File: src/rtl/overcooked_pkg.sv
// Shared keycodes, facing and controller-state encodings for the penguin sprite path.
package overcooked_pkg;

  localparam logic [7:0] KEY_W = 8'h1A;
  localparam logic [7:0] KEY_A = 8'h04;
  localparam logic [7:0] KEY_S = 8'h16;
  localparam logic [7:0] KEY_D = 8'h07;
  localparam logic [7:0] KEY_E = 8'h08;

  typedef enum logic [1:0] {UP = 2'd0, DOWN = 2'd1, LEFT = 2'd2, RIGHT = 2'd3} facing_t;

  typedef enum logic [1:0] {IDLE = 2'd0, WAIT = 2'd1, COOLDOWN = 2'd2} ctrl_state_t;

endpackage

File: src/rtl/penguin_key_decode.sv
// Combinational HID keycode decode: direction keys to facing, E to interact.
module penguin_key_decode
  import overcooked_pkg::*;
(
  input  logic [7:0] keycode,
  output logic       dir_valid,
  output facing_t    dir,
  output logic       interact
);

  always_comb begin
    dir_valid = 1'b1;
    dir       = UP;
    interact  = (keycode == KEY_E);
    case (keycode)
      KEY_W:   dir = UP;
      KEY_S:   dir = DOWN;
      KEY_A:   dir = LEFT;
      KEY_D:   dir = RIGHT;
      default: dir_valid = 1'b0;
    endcase
  end

endmodule

File: src/rtl/penguin_motion_ctrl.sv
// Per-frame penguin movement with wall blocking, plus an interact req/ack handshake
// (IDLE/WAIT/COOLDOWN). All outputs registered; position/facing update one Clk after frame_pulse.
module penguin_motion_ctrl
  import overcooked_pkg::*;
#(
  parameter int STEP            = 1,
  parameter int X_START         = 100,
  parameter int Y_START         = 100,
  parameter int X_MAX           = 600,
  parameter int Y_MAX           = 440,
  parameter int COOLDOWN_FRAMES = 8,
  parameter int TIMEOUT_FRAMES  = 30
) (
  input  logic       Clk,
  input  logic       Reset,
  input  logic       frame_pulse,
  input  logic [7:0] keycode,
  input  logic       touchUp,
  input  logic       touchDown,
  input  logic       touchLeft,
  input  logic       touchRight,
  input  logic [9:0] nearUpX,
  input  logic [9:0] nearUpY,
  input  logic [9:0] nearDownX,
  input  logic [9:0] nearDownY,
  input  logic [9:0] nearLeftX,
  input  logic [9:0] nearLeftY,
  input  logic [9:0] nearRightX,
  input  logic [9:0] nearRightY,
  input  logic       interact_ack,
  output logic [9:0] penguinX,
  output logic [9:0] penguinY,
  output logic [1:0] facing,
  output logic       interact_req,
  output logic [9:0] interact_x,
  output logic [9:0] interact_y,
  output logic       busy
);

  ctrl_state_t state_q, state_d;
  facing_t     facing_q, facing_d;
  logic [9:0]  x_q, x_d, y_q, y_d, ix_q, ix_d, iy_q, iy_d;
  logic        req_q, req_d, busy_q, busy_d, prev_e_q, prev_e_d;
  logic [3:0]  cool_q, cool_d;
  logic [4:0]  tmo_q, tmo_d;

  logic        dir_valid, key_interact;
  facing_t     dir;
  logic [3:0]  touch_vec;
  logic [10:0] x_inc, y_inc;
  logic [9:0]  near_x, near_y;

  penguin_key_decode u_decode (
    .keycode  (keycode),
    .dir_valid(dir_valid),
    .dir      (dir),
    .interact (key_interact)
  );

  assign touch_vec = {touchRight, touchLeft, touchDown, touchUp};
  assign x_inc     = {1'b0, x_q} + 11'(STEP);
  assign y_inc     = {1'b0, y_q} + 11'(STEP);

  always_comb begin
    state_d  = state_q;
    facing_d = facing_q;
    x_d      = x_q;
    y_d      = y_q;
    ix_d     = ix_q;
    iy_d     = iy_q;
    req_d    = req_q;
    prev_e_d = prev_e_q;
    cool_d   = cool_q;
    tmo_d    = tmo_q;
    near_x   = nearUpX;
    near_y   = nearUpY;

    case (facing_q)
      DOWN:    begin near_x = nearDownX;  near_y = nearDownY;  end
      LEFT:    begin near_x = nearLeftX;  near_y = nearLeftY;  end
      RIGHT:   begin near_x = nearRightX; near_y = nearRightY; end
      default: begin near_x = nearUpX;    near_y = nearUpY;    end
    endcase

    if (frame_pulse) prev_e_d = key_interact;

    case (state_q)
      IDLE: begin
        if (frame_pulse && key_interact && !prev_e_q && touch_vec[facing_q]) begin
          ix_d    = near_x;
          iy_d    = near_y;
          req_d   = 1'b1;
          tmo_d   = '0;
          state_d = WAIT;
        end
      end
      WAIT: begin
        // Ack takes priority over a timeout landing in the same cycle.
        if (interact_ack) begin
          req_d   = 1'b0;
          cool_d  = 4'(COOLDOWN_FRAMES);
          state_d = COOLDOWN;
        end else if (frame_pulse) begin
          tmo_d = tmo_q + 5'd1;
          if (tmo_d == 5'(TIMEOUT_FRAMES)) begin
            req_d   = 1'b0;
            state_d = IDLE;
          end
        end
      end
      COOLDOWN: begin
        if (frame_pulse) begin
          cool_d = cool_q - 4'd1;
          if (cool_d == '0) state_d = IDLE;
        end
      end
      default: state_d = IDLE;
    endcase

    // Touch flags describe the pre-move position, so blocking uses the current position.
    if (frame_pulse && dir_valid && state_q != WAIT) begin
      facing_d = dir;
      if (!touch_vec[dir]) begin
        case (dir)
          UP:      y_d = (y_q >= 10'(STEP)) ? y_q - 10'(STEP) : '0;
          DOWN:    y_d = (y_inc > 11'(Y_MAX)) ? 10'(Y_MAX) : y_inc[9:0];
          LEFT:    x_d = (x_q >= 10'(STEP)) ? x_q - 10'(STEP) : '0;
          default: x_d = (x_inc > 11'(X_MAX)) ? 10'(X_MAX) : x_inc[9:0];
        endcase
      end
    end

    busy_d = (state_d == WAIT);
  end

  always_ff @(posedge Clk or posedge Reset) begin
    if (Reset) begin
      state_q  <= IDLE;
      facing_q <= DOWN;
      x_q      <= 10'(X_START);
      y_q      <= 10'(Y_START);
      ix_q     <= '0;
      iy_q     <= '0;
      req_q    <= 1'b0;
      busy_q   <= 1'b0;
      prev_e_q <= 1'b0;
      cool_q   <= '0;
      tmo_q    <= '0;
    end else begin
      state_q  <= state_d;
      facing_q <= facing_d;
      x_q      <= x_d;
      y_q      <= y_d;
      ix_q     <= ix_d;
      iy_q     <= iy_d;
      req_q    <= req_d;
      busy_q   <= busy_d;
      prev_e_q <= prev_e_d;
      cool_q   <= cool_d;
      tmo_q    <= tmo_d;
    end
  end

  assign penguinX     = x_q;
  assign penguinY     = y_q;
  assign facing       = facing_q;
  assign interact_req = req_q;
  assign interact_x   = ix_q;
  assign interact_y   = iy_q;
  assign busy         = busy_q;

endmodule

File: config.mk
export PLATFORM = sky130hd
export DESIGN_NAME = penguin_motion_ctrl
export DESIGN_NICKNAME = d
export VERILOG_FILES = /design/src/rtl/overcooked_pkg.sv /design/src/rtl/penguin_key_decode.sv /design/src/rtl/penguin_motion_ctrl.sv
export SDC_FILE = /design/constraint.sdc
export NUM_CORES = 1
export LEC_CHECK = 0
export CORE_UTILIZATION = 43
export CTS_CLUSTER_DIAMETER = 40
export DETAILED_ROUTE_END_ITERATION = 8
export PLACE_DENSITY = 0.78
export SLEW_MARGIN = 20
export SYNTH_ARGS = -nofsm -noshare
export SYNTH_HDL_FRONTEND = slang
export SYNTH_SLANG_ARGS = --single-unit
export TNS_END_PERCENT = 30
File: constraint.sdc
create_clock -name Clk -period 2.4 [get_ports Clk]
set_input_delay 0.72 -clock Clk [delete_from_list [all_inputs] [get_ports Clk]]
set_output_delay 0.72 -clock Clk [all_outputs]
set_load 0.05 [all_outputs]
# After elaboration in Yosys (flattened, before gate mapping)
# Index checks and enable logic that the tools add are counted.
[word_totals]
word_cells = 100
reg_bits = 56
[op_classes]
add_sub_neg = 6
eq_ne = 22
bitwise_logic = 2
reduce_logical = 20
order_cmp = 6
muxes = 33
[ops]
columns = ["cell", "n"]
rows = [
  ["10-bit one-hot mux with 3 select lines", 2],
  ["10-bit 2-to-1 mux", 4],
  ["10-bit one-hot mux with 2 select lines", 2],
  ["10-bit by 1-bit adder with 11-bit output, second input constant", 2],
  ["10-bit by 1-bit greater-or-equal comparator with 1-bit output, second input constant", 2],
  ["10-bit by 1-bit subtractor with 10-bit output, second input constant", 2],
  ["8-bit by 3-bit == test with 1-bit output, second input constant", 2],
  ["8-bit by 5-bit == test with 1-bit output, second input constant", 2],
  ["5-bit 2-to-1 mux", 3],
  ["2-bit 2-to-1 mux", 6],
  ["2-bit one-hot mux with 3 select lines", 2],
  ["11-bit by 10-bit greater-than comparator with 1-bit output, second input constant", 1],
  ["11-bit by 9-bit greater-than comparator with 1-bit output, second input constant", 1],
  ["2-bit inequality test, second input constant", 5],
  ["5-bit one-hot mux with 2 select lines", 1],
  ["3-bit AND reduction", 3],
  ["2-bit by 1-bit == test with 1-bit output, second input constant", 4],
  ["2-bit == test, second input constant", 4],
  ["8-bit by 4-bit == test with 1-bit output, second input constant", 1],
  ["4-bit 2-to-1 mux", 2],
  ["4-bit one-hot mux with 2 select lines", 1],
  ["4-bit AND reduction", 2],
  ["1-bit 2-to-1 mux", 7],
  ["2-bit by 3-bit less-than comparator with 1-bit output, second input constant", 2],
  ["16 further kinds", 26],
]

# Depth between registers and ports, before layout
[depth]
depth_word = 7
ltp_mapped = 9

# Modules after synthesis
# Synthesis repeated with hierarchy kept, for this count alone.
[unflattened]
hier_cells = 458
hier_area_um2 = 4331.7
[by_module_without_submodules]
columns = ["mod", "area_each_um2", "instances", "cells_each", "seq_area_each_um2"]
rows = [
  ["penguin_motion_ctrl", 4237.8, 1, 445, 1410.1],
  ["penguin_key_decode", 93.8, 1, 13, 0.0],
]

# Worst setup path after synthesis
# OpenSTA, ideal clock, no wires.
[synth_path]
kind = "reg-to-reg"
startpoint = "reg x_q[0] (netlist: penguinX[0])"
endpoint = "reg x_q[3] (netlist: penguinX[3])"
period_less_slack_ns = 2.606
arrival_time_ns = 2.469
slack_ns = -0.206
t_required_ns = 2.263
path_stages_with_launch = 10
path_buffers = 1
cell_sequence = "dfrtp_1 -> buf_2 -> inv_1 -> ha_1 -> or3b_2 -> nor4_2 -> nor2_1 -> a222oi_1 -> a21boi_0 -> o22ai_1"
[synth_via]
elab_chain_len = 4
word_cells_on_any_way = 7
classes_between = "add/sub: 2; order compare: 2; mux: 3"
[synth_lines]
columns = ["item", "line_no", "rtl"]
rows = [
  ["start: declaration", "penguin_motion_ctrl.sv:42", "logic [9:0] x_q, x_d, y_q, y_d, ix_q, ix_d, iy_q, iy_d;"],
  ["start signal: assignment", "penguin_motion_ctrl.sv:140", "x_q <= 10'(X_START);"],
  ["10-bit by 1-bit adder with 11-bit output", "penguin_motion_ctrl.sv:61", "assign x_inc = {1'b0, x_q} + 11'(STEP);"],
  ["11-bit by 10-bit greater-than comparator with 1-bit output", "penguin_motion_ctrl.sv:128", "default: x_d = (x_inc > 11'(X_MAX)) ? 10'(X_MAX) : x_inc[9:0];"],
  ["10-bit 2-to-1 mux", "penguin_motion_ctrl.sv:128", ""],
  ["10-bit one-hot mux with 2 select lines *", "penguin_motion_ctrl.sv:124", "case (dir)"],
]
# Every way passes the cells marked *; elsewhere a longest branch is shown, timed or not.
# A chain may end at the register's enable or synchronous reset.

# Final worst setup path
[layout_path]
startpoint = "reg x_q[9] (netlist: penguinX[9])"
endpoint = "out penguinX[9]"
[layout_rtl]
columns = ["item", "line_no", "rtl"]
rows = [
  ["end: declaration", "penguin_motion_ctrl.sv:31", "output logic [9:0] penguinX,"],
]
# No word-level cell between the ends.

==> summary.md <==
| Metric | Value |
|---|---|
| IO buf count | `139` |
| Post-synth ARST share | `100%` |
| Synth Cell Area | `4310 sq um` |
| Ys flop type | `dfrtp_1` |
| Worst-path fanout max | `7` |
| Crit-path cells | `clkdlybuf4s50_1` |
| Chip height | `102 microns` |
| Placed Area | `6240 sq um` |
| Post-synthesis xor/xnor area fraction | `2.03%` |
| Die area | `10400 sq um` |
| Unique masters post-synth | `69` |
| I/O pin total | `140` |
| First-pass GRT wire length | `20.4 mm` |
| Crit start category | `flop` |
| Delay-heaviest family, CP | `buffers and inverters` |
| Row cnt | `36` |
| Actual slew at the worst max-slew pin | `0.536 ns` |
| Synth top area share | `28.5%` |
| Complex-gate fraction of the synthesized area | `20.0%` |
| Initial antenna violation count | `1` |
| Number of global-route vias before repair | `4257` |
| EDFF count, synth | `0` |
| DR vias/cell | `5.77` |
| Syn avg cell area | `9.44 sq um` |
| WP data arrival | `1.65 ns` |
| Final core utilization | `66.3%` |
| GR met2 Demand/Resource | `42.7%` |
| Post-Synth Simple-Gate Area | `19.8%` |
| Root cell of the clock tree | `clkbuf_8` |
| Leak | `2.68 nW` |
| Max_cap viols | `0` |
| Area Overhead vs Synth | `49.9%` |
| Clk buf depth | `2` |
| Met3 usage | `4.86%` |
| Fraction of layout cells with a size suffix above 1 | `27.5%` |
| Core area | `9730 sq um` |
| Tmin final | `2.37 ns` |
| Pwr Density | `386 nW/um^2` |
| Gr usage total | `25.0%` |
| Synth Register Bits | `56` |
| Wire per inst | `17.0 microns` |
| Crit-path slowest cell | `clkdlybuf4s50_1` |
| DRT Wirelength | `13.2 mm` |
| Dpl hpwl | `10.2 mm` |
| Yosys Warn Count | `0` |
| DR pass1 iterations | `5` |
| Via count | `4487` |
| Part of the Yosys area used for sequential elements | `32.7%` |
| Iter 0 DRT Violations | `188` |
| Detail Route Antenna Nets | `0` |
| Clk_lat worst skew | `0.32 ns` |
| Syn Nets | `562` |
| Final period util | `98.6%` |
| CTS Buf Count | `5` |
| Fmax | `0.423 GHz` |
| Unrepaired setup endpoints after global routing | `yes` |
| Clock sinks | `56` |
| Hold depth | `1` |
| Max incr delay on CP | `0.85 ns` |
| Clk_skew | `0.00631 ns` |
| Mux share of post-synthesis cell area | `17.7%` |
| IR drop worst, VDD | `0.225 mV` |
| Tot Pwr | `2.49 mW` |
| Setup_tns | `0 ns` |
| M1 GR Usage | `31.9%` |
| Most used routing layer | `met2` |
| Synth Area in Adders | `2.91%` |
| Mapped Cells | `456` |
| Nets | `748` |
| Max-slew violation count | `0` |
| Largest net degree at the start of global routing | `27` |
| Critical Path RT | `1.68 ns` |
| Cell count along the critical path | `1` |
| WHS | `0.515 ns` |
| Top post-synthesis cells by area | `dfrtp_1 (28%), mux4_2 (11%), mux2_2 (5.8%)` |
| DRC errors left | `0` |
| CTS HTree Levels | `2` |
| Worst rel slew slack | `64.1%` |
| Post-route cell area | `6450 sq um` |
| Fin. Hold Viols | `0` |
| CTS tree | `yes` |
| Setup-failing EPs final | `0` |
| Reg2Reg Depth | `9` |
| Clock Pin Slew Worst Setup and Hold Paths | `0.11 ns` |
| Number of fillers in the final layout | `752` |
| Largest family of logic cells by synthesized area | `compound AO/OA/AOI/OAI gates` |
| Endpoint class of the critical path | `output pin` |
| Gpl congestion | `0.910` |
| Buf/Inv on CP | `1` |
| Initial Utilization | `44.3%` |
| Crit Path Class | `flop to output pin` |
| GR Overflow Total | `0` |
| Area leader, netlist | `dfrtp_1` |
| Die width | `102 microns` |
| Status | `completed` |
| Worst hold path class | `flop to flop` |
## registers in the layout, summed over array words and instances (netlist names)
signal        flops
busy              1
cool_q            4
facing            2
interact_req      1
interact_x       10
interact_y       10
penguinX         10
penguinY         10
prev_e_q          1
state_q           2
tmo_q             5
## synth_stat cells, drive strengths merged (3+ instances only)
cell     n
a211o    5
a21boi   7
a21o     5
a21oi   15
a22o     3
a31oi    9
a32o     5
and2     3
and3     7
and4     3
buf      6
clkbuf  27
dfrtp   49
dfstp    7
ha      10
inv     19
mux2    22
mux2i    4
mux4    21
nand2   38
nand2b   7
nand3   22
nand4    9
nand4b   3
nor2    23
nor2b    8
nor3    13
nor4     8
nor4b    3
o211ai   7
o21ai   34
o22ai    3
or2      4
or3      3
xnor2    5
xor2     5
## per-layer routing
metal,share of wire (%),vias to the layer above
met1,41,2165
li1,-,2113
met5,0,-
met4,1.3,0
met2,50,193
met3,8.5,16
## area by class of cell
class | instances | area, sq um | area share, %
Sequential cell | 56 | 1410 | 21.9
Inverter | 19 | 71.3 | 1.11
Multi-Input combinational cell | 348 | 2770 | 43.0
Clock buffer | 5 | 68.8 | 1.07
Timing Repair Buffer | 212 | 1940 | 30.0
Antenna cell | 1 | 2.50 | 0.0388
Clock inverter | 3 | 21.3 | 0.330
Tap cell | 133 | 166 | 2.58
## worst paths after layout
check / from / to / slack [ns]
min in group asynchronous: Reset / cool_q[2]$_DFFE_PP0P_ / 0.71
max: penguinX[9]$_DFFE_PP0P_ / penguinX[9] / 0.03
min reg2reg: interact_x[6]$_DFFE_PP0P_ / interact_x[6]$_DFFE_PP0P_ / 0.52
max in group asynchronous: Reset / penguinY[5]$_DFFE_PP1P_ / 1.16
max reg2reg: penguinX[0]$_DFFE_PP0P_ / penguinX[5]$_DFFE_PP1P_ / 0.04
min: interact_x[6]$_DFFE_PP0P_ / interact_x[6]$_DFFE_PP0P_ / 0.52
## timing repair
action | 4_1_cts | 5_1_grt
resized for setup | 23 | 13
endpoints found under the setup margin | 43 | 17
pin swaps | 7 | 4
cloned | 0 | 0
hold buffers | 0 | 0
setup buffers | 3 | 6
## layout by cell type (no fill, tap or decap), types with 4 or more instances in the layout
cell	n
mux4_2	21
o211ai_1	7
xor2_1	5
buf_4	87
ha_1	9
a21oi_1	14
clkbuf_8	5
buf_12	5
a31oi_1	9
dlygate4sd2_1	5
nor4_1	6
nor3_1	13
xnor2_1	4
clkdlybuf4s50_1	112
a32o_1	5
a211o_1	5
mux2_2	22
nand3_1	21
nor2b_1	8
nand4_1	9
and3_1	6
nand2b_1	6
a21boi_0	4
a21o_1	5
mux2i_1	4
o21ai_0	30
inv_1	17
dfrtp_1	47
nor2_1	22
nand2_1	38
dfstp_2	7
## cell families after synthesis
logic type	Yosys count
compound gates	121
xor+xnor	10
fa+ha+maj	10
buf+inv	52
flops	56
mux	47
simple gates	160
## per-stage QoR
step | cells | setup WS [ns]
after floorplan | 456 | -0.0477
after global placement | 759 | -0.549
after detailed placement | 759 | -0.637
after CTS | 770 | 0.00377
after global routing | 777 | -0.0335
final | 777 | 0.0347
## where the power goes
part / switching [mW] / leakage [nW] / internal, mW / total (mW)
Clock: 0.341 / 0.0445 / 0.208 / 0.549
Sequential: 0.0900 / 0.712 / 1.02 / 1.11
Combinational: 0.397 / 1.92 / 0.438 / 0.836
No activity file was read; power rests on OpenSTA's default activity.
